[src/rtl/gpio_port_ctrl.sv]
// Memory-mapped GPIO port: direction control, input synchroniser, edge IRQs.
// Optional edge-detect interrupt logic is built when GPIO_IRQ_EN is defined.
module gpio_port_ctrl #(
    parameter int WIDTH       = 8,
    parameter int SYNC_STAGES = 2
) (
    input  logic             clk,
    input  logic             rst,
    input  logic [31:0]      Address,
    input  logic [31:0]      DataIn,
    output logic [31:0]      DataOut,
    input  logic             Select,
    input  logic             Write,
    input  logic [WIDTH-1:0] GPIO_In,
    output logic [WIDTH-1:0] GPIO_Out,
    output logic [WIDTH-1:0] GPIO_OE,
    output logic             IRQ
);

    localparam logic [2:0] OFF_DOUT = 3'd0;
    localparam logic [2:0] OFF_DIN  = 3'd1;
    localparam logic [2:0] OFF_DIR  = 3'd2;

    logic [WIDTH-1:0] r_dout;
    logic [WIDTH-1:0] r_dir;
    logic [WIDTH-1:0] r_sync [SYNC_STAGES];
    logic [WIDTH-1:0] w_sync;
    logic [WIDTH-1:0] w_wdata;
    logic [WIDTH-1:0] w_rsel;
    logic [2:0]       w_off;
    logic             w_wr;
    logic             w_rd;
    logic             w_unused;

    assign w_off    = Address[4:2];
    assign w_wr     = Select & Write;
    assign w_rd     = Select & ~Write;
    assign w_wdata  = DataIn[WIDTH-1:0];
    assign w_sync   = r_sync[SYNC_STAGES-1];
    assign w_unused = ^{Address[31:5], Address[1:0], DataIn};

    assign GPIO_Out = r_dout;
    assign GPIO_OE  = r_dir;

    always_ff @(posedge clk or negedge rst) begin
        if (!rst) begin
            for (int k = 0; k < SYNC_STAGES; k++) begin
                r_sync[k] <= '0;
            end
        end else begin
            r_sync[0] <= GPIO_In;
            for (int k = 1; k < SYNC_STAGES; k++) begin
                r_sync[k] <= r_sync[k-1];
            end
        end
    end

    always_ff @(posedge clk or negedge rst) begin
        if (!rst) begin
            r_dout <= '0;
            r_dir  <= '0;
        end else if (w_wr) begin
            if (w_off == OFF_DOUT) r_dout <= w_wdata;
            if (w_off == OFF_DIR)  r_dir  <= w_wdata;
        end
    end

`ifdef GPIO_IRQ_EN
    localparam logic [2:0] OFF_IEN   = 3'd3;
    localparam logic [2:0] OFF_ISTAT = 3'd4;
    localparam logic [2:0] OFF_ESEL  = 3'd5;

    logic [WIDTH-1:0] r_sync_q;
    logic [WIDTH-1:0] r_irq_en;
    logic [WIDTH-1:0] r_irq_st;
    logic [WIDTH-1:0] r_edge_sel;
    logic [WIDTH-1:0] w_edge;
    logic [WIDTH-1:0] w_clr;

    assign w_edge = (w_sync & ~r_sync_q & ~r_edge_sel)
                  | (~w_sync & r_sync_q & r_edge_sel);
    assign w_clr  = (w_wr && w_off == OFF_ISTAT) ? w_wdata : '0;
    assign IRQ    = |(r_irq_st & r_irq_en);

    // New edges are OR'd in after the clear so a same-cycle edge wins.
    always_ff @(posedge clk or negedge rst) begin
        if (!rst) begin
            r_sync_q   <= '0;
            r_irq_en   <= '0;
            r_irq_st   <= '0;
            r_edge_sel <= '0;
        end else begin
            r_sync_q <= w_sync;
            r_irq_st <= (r_irq_st & ~w_clr) | w_edge;
            if (w_wr && w_off == OFF_IEN)  r_irq_en   <= w_wdata;
            if (w_wr && w_off == OFF_ESEL) r_edge_sel <= w_wdata;
        end
    end
`else
    assign IRQ = 1'b0;
`endif

    always_comb begin
        w_rsel = '0;
        case (w_off)
            OFF_DOUT:  w_rsel = r_dout;
            OFF_DIN:   w_rsel = w_sync;
            OFF_DIR:   w_rsel = r_dir;
`ifdef GPIO_IRQ_EN
            OFF_IEN:   w_rsel = r_irq_en;
            OFF_ISTAT: w_rsel = r_irq_st;
            OFF_ESEL:  w_rsel = r_edge_sel;
`endif
            default:   w_rsel = '0;
        endcase
    end

    assign DataOut = w_rd ? 32'(w_rsel) : 32'h0;

endmodule

[config.mk]
export PLATFORM = sky130hd
export DESIGN_NAME = gpio_port_ctrl
export DESIGN_NICKNAME = d
export VERILOG_FILES = /design/src/rtl/gpio_port_ctrl.sv
export SDC_FILE = /design/constraint.sdc
export NUM_CORES = 1
export LEC_CHECK = 0
export ABC_AREA = 1
export CAP_MARGIN = 20
export CORE_ASPECT_RATIO = 1.4
export CORE_MARGIN = 2
export CORE_UTILIZATION = 33
export CTS_CLUSTER_DIAMETER = 120
export DETAILED_ROUTE_END_ITERATION = 8
export HOLD_SLACK_MARGIN = 0.02
export PLACE_DENSITY = 0.88
export SLEW_MARGIN = 20
export SYNTH_ARGS = -nofsm -noshare
export SYNTH_HDL_FRONTEND = slang
export SYNTH_SLANG_ARGS = --single-unit
[constraint.sdc]
create_clock -name clk -period 1.05 [get_ports clk]
set_clock_uncertainty 0.15 [all_clocks]
set_input_delay 0.105 -clock clk [delete_from_list [all_inputs] [get_ports clk]]
set_output_delay 0.105 -clock clk [all_outputs]
set_load 0.01 [all_outputs]
Word level (Yosys, flattened, before mapping):

Cells that the tools add are included.

* bitwise operators: 3
* mux-type cells: 2
* eq/ne operators: 2
* reduce and logical (&&, ||, !) cells: 3

Operator list (number)
* $pmux 8 s3: 1
* $mux 8: 1
* $reduce_and 2->1: 2
* $eq 3x1->1 const B: 1
* $eq 3x2->1 const B: 1
* $logic_not 3->1: 1
* $and 1x1->1: 2
* $not 1->1: 1

* flip-flop bits (word level): 32
* word-level logic and storage cells: 14
* output and inout port bits: 49
* bits of input ports: 76

Depth between registers and ports, before layout:

Gate-level depths: netlist of run 1.

* depth in word-level cells: 3
* mapped depth: 7

Worst setup path after synthesis of run 1:

Ideal clock, no wire load.

* path type: input-to-output
* start: input Address[3]
* end: output DataOut[0]
* stages: 7
* setup slack: -0.005 ns
* arrival time: 0.800 ns
* data required time: 0.795 ns
* path through: buf_6 > nor2_8 > buf_6 > nand3_1 > nand3_1 > nand2_1 > inv_1

* word-level cells in the longest chain between the ends: 3
* elaborated cells on any way between the ends: 5
* those cells by class: eq/ne (2); mux (2); reduce/logical (1)

Ends and longest elaborated chain
* start: declaration: RTL line 9 `input logic [31:0] Address,`
* $eq 3x2->1, or another cell as far along: RTL line 105 `case (w_off)`
* $pmux 8 s3 *: RTL line 105
* $mux 8 *: RTL line 118 `assign DataOut = w_rd ? 32'(w_rsel) : 32'h0;`
* end: declaration: RTL line 11 `output logic [31:0] DataOut,`

Every way passes the cells marked *; elsewhere a longest branch is shown, timed or not.

Final worst setup path of run 1:

* start: register r_dir[5] (netlist: GPIO_OE[5])
* end: output DataOut[5]

* word-level cells in the longest chain between the ends: 2

Ends and longest elaborated chain
* start: declaration: RTL line 25 `logic [WIDTH-1:0] r_dir;`
* start signal: assignment: RTL line 64 `if (w_off == OFF_DIR) r_dir <= w_wdata;`
* $pmux 8 s3: RTL line 105
* $mux 8: RTL line 118

Every way passes these cells.

==> metrics.txt, run 1 <==
outcome finished, violations left; failing checks setup timing; ANT nets after route 0; core area 4767 um^2; worst-skew pair later-pin latency 0.29 ns; Top Ports 125; Via density 4.392; Initial Util 0.3381; Layout fillers 441; die area 5466 um^2; Yosys cell types 15; Power Density 1479 nW/um^2; RD Place Congestion 0.7595; FF-to-FF End GPIO_OE[1]; Cells after Synth 161; setup repair after global routing missed its margin yes; DP Cell Count 290; Leak Pwr 0.001285 uW; startpoint types flip-flop; Area Growth Syn to Fin 54.43%; post-route insts no fill 309; GR Util All Layers 0.1575; vias in the first global route 1,429; Worst R2R Path Depth 4; setup TNS -4.777 ns; first-pass GRT wire length 6.451 mm; peak fanout along the critical path 2; DRC viols 0; Hold Fails Final Rpt 0; Yosys reg bits 32; DP HPWL 2.618 mm; routed via count 1,357; Reg area 800.8 um^2; Routed WL per cell 13.26 um; final WL 4.096 mm; Max Slew Vio Count 0; clk buf depth 2; Pre-antenna DRT Iters 4; Hold WS 0.02576 ns; WS Path Type reg -> out; clock sinks 32; ANT cells 0; multi-input logic area 616.8 um^2; crit end category primary output; initial antenna violation count 0; IO buf count 46; hold buffers post-CTS 0; Post-Syn Area per Cell 10.01 um^2; clock slew at reported path FFs 0.07 ns; Period minus WS final 1.387 ns; largest net degree at the start of global routing 33; final period utilization 1.320; R2R Setup Slk 0.01 ns; CTS tree yes; TritonCTS Buffers 5; Max-cap violations 0; DRT iter0 DRCs 62; Die Ht 86.69 um; Die W 63.06 um; CP arrival 1.13 ns; final worst slack -0.3365 ns; CTS H-Tree Depth 2; Seq/Total Area, Yosys 0.4969; Worst Path Required 0.79 ns; Hold Crit Class in -> async; Final setup violation count 32; peak supply drop 0.001195 V; worst r2r src GPIO_OE[1]; Yosys warnings 0; Rows 30; Cell Area, Synth 1612 um^2; CTS Root Cell clkbuf_8; Total Nets Final 320; layout cells sized above 1 0.4163; pre-CTS WS -1.036 ns; f_max 721.2 MHz; aggregate global routing overflow 0
==> placed cells by master (no fill, tap or decap), drive strengths merged <==
| cell | instances |
|---|---|
| clkinvlp | 3 |
| o21ai | 16 |
| nand2 | 25 |
| clkbuf | 7 |
| inv | 20 |
| nor2 | 3 |
| nand4 | 9 |
| dlygate4sd2 | 2 |
| dfrtp | 32 |
| clkdlybuf4s50 | 17 |
| nand3 | 26 |
| buf | 59 |
| conb | 25 |
| clkinv | 1 |
==> stage by stage <==
stage / util / power (uW) / cell area [um^2]
after floorplan: - / 1949 / 1702
after global placement: 0.4619 / 2502 / 2202
after detailed placement: 0.4619 / 2529 / 2202
after CTS: 0.5008 / 3612 / 2387
after global routing: 0.5220 / 3859 / 2489
final: 0.5220 / 3681 / 2489
==> how the worst max path moves through the flow <==
stage | startpoint | end | slack [ns] | cells past startpoint
2_1_floorplan | Address[3] | DataOut[0] | 0.02 | 7
3_3_place_gp | Address[4] | DataOut[1] | -1.0 | 7
3_5_place_dp | Address[4] | DataOut[2] | -1.04 | 7
4_1_cts | GPIO_Out[1] | DataOut[1] | -0.30 | 5
5_1_grt | GPIO_OE[5] | DataOut[5] | -0.38 | 5
6_report | GPIO_OE[5] | DataOut[5] | -0.34 | 5
==> routing by layer <==
metal  global-route usage  vias up  share of wire
met5                    0        -              0
met4              0.08889        0          0.042
met3              0.04286       12          0.060
met2               0.2979       65           0.55
met1               0.1522      640           0.35
li1                     -      640              -
==> worst max-delay path, stage by stage (launching register included) <==
cell	delay, ns
dfrtp_1	0.41
nand4_1	0.10
nand3_1	0.10
nand2_2	0.08
inv_1	0.03
buf_2	0.12
==> power by group <==
part	leakage (uW)	switching (uW)	internal, uW	total (uW)
registers	0.000390	103	1390	1490
logic	0.000855	518	721	1240
clock network	0.0000404	482	468	951
==> sequential cells by signal, indices dropped and copies added (netlist names) <==
register,count
GPIO_Out,8
w_sync,8
GPIO_OE,8
r_sync,8
==> repair_timing <==
action	4_1_cts	5_1_grt
setup endpoints to repair	40	40
setup buffers	3	12
gates cloned	3	1
pin swaps	8	9
resized for setup	148	19
==> Yosys cell counts <==
library cell / number / area [um^2]
dfrtp_1: 32 / 800.8
buf_4: 26 / 195.2
nand2_1: 25 / 93.84
nand3_1: 24 / 120.1
inv_1: 18 / 67.56
o21ai_2: 16 / 140.1
nand4_1: 8 / 50.05
buf_6: 4 / 45.04
inv_4: 2 / 12.51
buf_12: 1 / 20.02
conb_1: 1 / 3.750
nand3_4: 1 / 17.52
nand4_4: 1 / 21.27
nor2_1: 1 / 3.750
nor2_8: 1 / 20.02
==> cells by family after synthesis <==
logic type	after synthesis	share of synthesized area
buffers and inverters	51	0.2112
AO/OA/AOI/OAI	16	0.08695
other	1	0.002327
flip-flops	32	0.4969
AND/OR/NAND/NOR	61	0.2026
==> area by class of cell <==
cell class                 instances  share of cell area
clock inverter                     3            0.009553
clock buffer                       5             0.02765
multi-input combinational        104              0.2479
sequential                        32              0.3218
tap                               64             0.03218
inverter                          20             0.03218
timing repair buffer              80              0.3258
timing repair inverter             1            0.003017
Note: power is estimated with default switching activity, not from simulation.
==> inputs of run 2 (changes only) <==
--- a/config.mk
+++ b/config.mk
@@ -8,12 +8,13 @@
 export ABC_AREA = 1
 export CAP_MARGIN = 20
 export CORE_ASPECT_RATIO = 1.4
-export CORE_MARGIN = 2
+export CORE_MARGIN = 10
 export CORE_UTILIZATION = 33
 export CTS_CLUSTER_DIAMETER = 120
 export DETAILED_ROUTE_END_ITERATION = 8
 export HOLD_SLACK_MARGIN = 0.02
 export PLACE_DENSITY = 0.88
+export REMOVE_ABC_BUFFERS = 1
 export SLEW_MARGIN = 20
 export SYNTH_ARGS = -nofsm -noshare
 export SYNTH_HDL_FRONTEND = slang
==> run 2 against run 1 <==
Against the previous run: via count down 2.9%; register-to-register slack better by 0.02 ns; utilization down 1.4 points; sequential share of layout area up 0.61 points; total power down 2.2%; highest routed layer unchanged; non-clock buffer count down 3; count of clock-buffer cells in the layout up 1; the flow still finishes with violations (setup timing); first-iteration DRC count up 71%.
==> metrics.txt, run 2 (synthesis gave the netlist of run 1 again) <==
Pre-antenna DRT Iters 4; RD Place Congestion 0.8385; final worst slack -0.2987 ns; DRC viols 0; uppermost layer routed met4; Power Density 1474 nW/um^2; most frequent cells in the layout buf_6 (41), dfrtp_1 (32), conb_1 (25); ANT cells 0; Period minus WS final 1.349 ns; routed via count 1,318; Max Slew Vio Count 0; CP Cell Sequence nand4_1, nand3_1, nand2_2, inv_2, buf_6; Rows 30; aggregate global routing overflow 0; commonest non-fill, non-tap cell in the layout buf_6; TritonCTS Buffers 5; Total Power 3600 uW; Via density 4.321; clock sinks 32; Leak Pwr 0.001250 uW; setup repair after global routing missed its margin yes; routed wl met2 2.217 mm; failing checks setup timing; fin util 0.5083; core area 4805 um^2; crit end category primary output; Worst Path Required 0.79 ns; Area Growth Syn to Fin 51.55%; DRT iter0 DRCs 106; outcome finished, violations left; cell area after layout 2442 um^2; CP peak stage delay 0.41 ns; final period utilization 1.284; largest net degree at the start of global routing 33; clock slew at reported path FFs 0.06 ns; IO buf count 46; worst r2r src GPIO_Out[5]; vias in the first global route 1,358; GR Util All Layers 0.1046; CP arrival 1.09 ns; CTS H-Tree Depth 2; R2R Setup Slk 0.03 ns; Max-cap violations 0; ANT nets after route 0; die area 8118 um^2; Die W 79.06 um; Hold Fails Final Rpt 0; Layout fillers 447; WS Path Type reg -> out; family with the most delay on the worst path flip-flops; setup TNS -4.358 ns; Routed WL per cell 14.21 um; CTS Root Cell clkbuf_8; Final setup violation count 24; Hold WS 0.04229 ns; CP startpoint GPIO_OE[3]; Total Nets Final 317; startpoint types flip-flop; layout cells sized above 1 0.4108; slowest cell on the critical path dfrtp_1; peak fanout along the critical path 2; CTS tree yes; M1 WL 1.579 mm; CP Buf/Inv Count 2; peak supply drop 0.0009091 V; worst-skew pair later-pin latency 0.27 ns; clk buf depth 2; DP HPWL 3.072 mm; met3 routed WL 461 um; initial antenna violation count 0; Top Ports 125; Initial Util 0.3354; Die Ht 102.7 um; first-pass GRT wire length 6.534 mm; f_max 741.5 MHz; dpl cell area 2190 um^2; final WL 4.335 mm; Hold Crit Class in -> async
## run 2: path summary, 6_finish.rpt
check / end / cells after the start
min in group clk: r_sync[10] / 1
hold / removal: GPIO_OE[7] / 2
hold reg to reg: w_sync[0] / 0
max in group asynchronous: r_sync[13] / 2
setup reg to reg: GPIO_Out[5] / 4
setup / recovery: DataOut[3] / 5
## run 2: worst register-to-register path: cells and delay by family (launching register included)
| family | cells | cell delay [ns] |
|---|---|---|
| AOI/OAI and AO/OA | 1 | 0.05 |
| buffers and inverters | 2 | 0.24 |
| DFF | 1 | 0.40 |
| and+or+nand+nor | 1 | 0.06 |
## run 2: final cells by class
class / instances / area (um^2) / area share
Sequential cell: 32 / 800.8 / 0.3279
Timing Repair Buffer: 77 / 782.0 / 0.3202
Multi-Input combinational cell: 104 / 614.3 / 0.2515
Inverter: 20 / 80.08 / 0.03279
Tap cell: 64 / 80.08 / 0.03279
Clock buffer: 6 / 72.57 / 0.02971
Timing Repair inverter: 1 / 7.507 / 0.003074
Clock inverter: 1 / 5.005 / 0.002049
## run 2: through the flow
step                      std cells  worst slack, ns
final                           305          -0.2987
after global routing            305          -0.3628
after CTS                       300          -0.3082
after detailed placement        290           -1.008
after global placement          290          -0.9705
after floorplan                 154          0.09962
## run 2: timing repair
action	CTS	global route
gates cloned	3	0
hold buffers	0	0
setup endpoints to repair	40	25
gates resized for setup	153	20
buffers inserted	1	12
pin swaps	16	13
## run 2: routing by layer
metal  vias up  track usage
met2        71       0.1762
li1        634            -
met5         -            0
met3         8      0.05497
met1       605       0.1024
met4         0      0.05394
## run 2: report_power, final
part	internal [uW]	switching [uW]	total, uW
Sequential	1390	107	1500
Combinational	720	529	1250
Clock	449	404	853
Total	2560	1040	3600
==> inputs of run 3 (changes only) <==
--- a/config.mk
+++ b/config.mk
@@ -15,6 +15,7 @@
 export HOLD_SLACK_MARGIN = 0.02
 export PLACE_DENSITY = 0.88
 export REMOVE_ABC_BUFFERS = 1
+export SETUP_SLACK_MARGIN = 0.2
 export SLEW_MARGIN = 20
 export SYNTH_ARGS = -nofsm -noshare
 export SYNTH_HDL_FRONTEND = slang
==> run 3 against run 2 <==
Against the previous run: the run still ends with setup timing left; highest routed layer unchanged; non-clock buffer count rose by 10; combinational power rose by 18%; first-iteration DRC count rose by 31%; maximum frequency fell by 2.5%; largest power group unchanged; critical path type unchanged; total power rose by 6.8%; design area rose by 7.7%.
==> metrics.txt, run 3 (synthesis gave the netlist of run 1 again) <==
multi-input logic area 671.9 um^2; Worst Path Required 0.79 ns; Hold Crit Class in -> async; RD Place Congestion 0.8385; outcome finished, violations left; Total Nets Final 327; peak supply drop 0.0009160 V; CTS tree yes; startpoint types flip-flop; die area 8118 um^2; Routed WL per cell 15.49 um; peak fanout along the critical path 2; DP HPWL 3.072 mm; R2R Setup Slk -0.06 ns; Reg area 800.8 um^2; Max-cap violations 0; CTS H-Tree Depth 2; pre-CTS WS -1.008 ns; cell area after layout 2631 um^2; GR Util All Layers 0.1104; Max Slew Vio Count 0; ANT nets after route 0; TritonCTS Buffers 5; Die Ht 102.7 um; Hold WS 0.03689 ns; final period utilization 1.317; clock slew at reported path FFs 0.07 ns; f_max 723.0 MHz; Pre-antenna DRT Iters 4; dpl cell area 2190 um^2; setup TNS -5.417 ns; CTS Root Cell clkbuf_8; failing checks setup timing; WS Path Type reg -> out; CP arrival 1.13 ns; Area Growth Syn to Fin 63.28%; aggregate global routing overflow 0; commonest non-fill, non-tap cell in the layout buf_6; final WL 4.880 mm; clk buf depth 2; Rows 30; Period minus WS final 1.383 ns; worst-skew pair later-pin latency 0.28 ns; Final setup violation count 26; Top Ports 125; largest net degree at the start of global routing 33; setup repair after global routing missed its margin yes; routed via count 1,396; most frequent cells in the layout buf_6 (50), dfrtp_1 (32), conb_1 (25); final worst slack -0.3332 ns; Power Density 1461 nW/um^2; clock sinks 32; vias in the first global route 1,412; first-pass GRT wire length 6.927 mm; Hold Fails Final Rpt 0; core area 4805 um^2; IO buf count 46; Layout fillers 413; Initial Util 0.3354; Die W 79.06 um; layout cells sized above 1 0.4980; initial antenna violation count 0; ANT cells 0; hold buffers post-CTS 0; Leak Pwr 0.001331 uW; DRT iter0 DRCs 139; DRC viols 0; crit end category primary output; Via density 4.432
-- run 3: changes by cell type in the layout (fill, tap and decap cells not counted), sizes merged --
cell and change:
clkbuf -1, buf +11
-- run 3: area by class of cell --
cell class / instances / share of cell area
timing repair buffer: 87 / 0.3471
timing repair inverter: 1 / 0.002853
clock inverter: 1 / 0.001902
sequential: 32 / 0.3043
clock buffer: 6 / 0.02758
tap: 64 / 0.03043
inverter: 20 / 0.03043
multi-input combinational: 104 / 0.2553
-- run 3: where the power goes --
part | internal (uW) | total, uW | switching (uW)
Sequential | 1390 | 1500 | 111
Clock | 449 | 874 | 425
Combinational | 866 | 1470 | 603
Total | 2710 | 3850 | 1140
-- run 3: critical path, stage by stage, from the launching register on --
cell and delay, ns:
dfrtp_1 0.42, nand4_1 0.12, nand3_2 0.09, nand2_2 0.07, inv_2 0.03, buf_6 0.11
-- run 3: worst paths after layout --
check	startpoint	end	depth (start not counted)
max	GPIO_OE[3]	DataOut[3]	5
min	rst	GPIO_OE[7]	2
max reg2reg	GPIO_Out[1]	GPIO_Out[1]	5
min reg2reg	r_sync[11]	w_sync[3]	0
max in group asynchronous	rst	r_sync[13]	2
min in group clk	GPIO_In[3]	r_sync[11]	1
-- run 3: metal layers --
metal,global-route usage,part of all wire,up-vias
met1,0.1060,0.36,654
met2,0.1894,0.52,81
met4,0.05947,0.019,0
met5,0,0,-
met3,0.05497,0.099,10
li1,-,-,651
-- run 3: timing repair --
item,4_1_cts,5_1_grt
setup buffers,4,11
setup endpoints to repair,40,40
pin swaps,16,16
cloned,3,0
resized for setup,161,36
-- run 3: metrics by stage --
step           power (uW)  instances    util
6_report             3845        315  0.5477
5_1_grt              4045        315  0.5477
4_1_cts              3592        304  0.5000
3_5_place_dp         2539        290  0.4557
3_3_place_gp         2518        290  0.4557
2_1_floorplan        1849        154       -
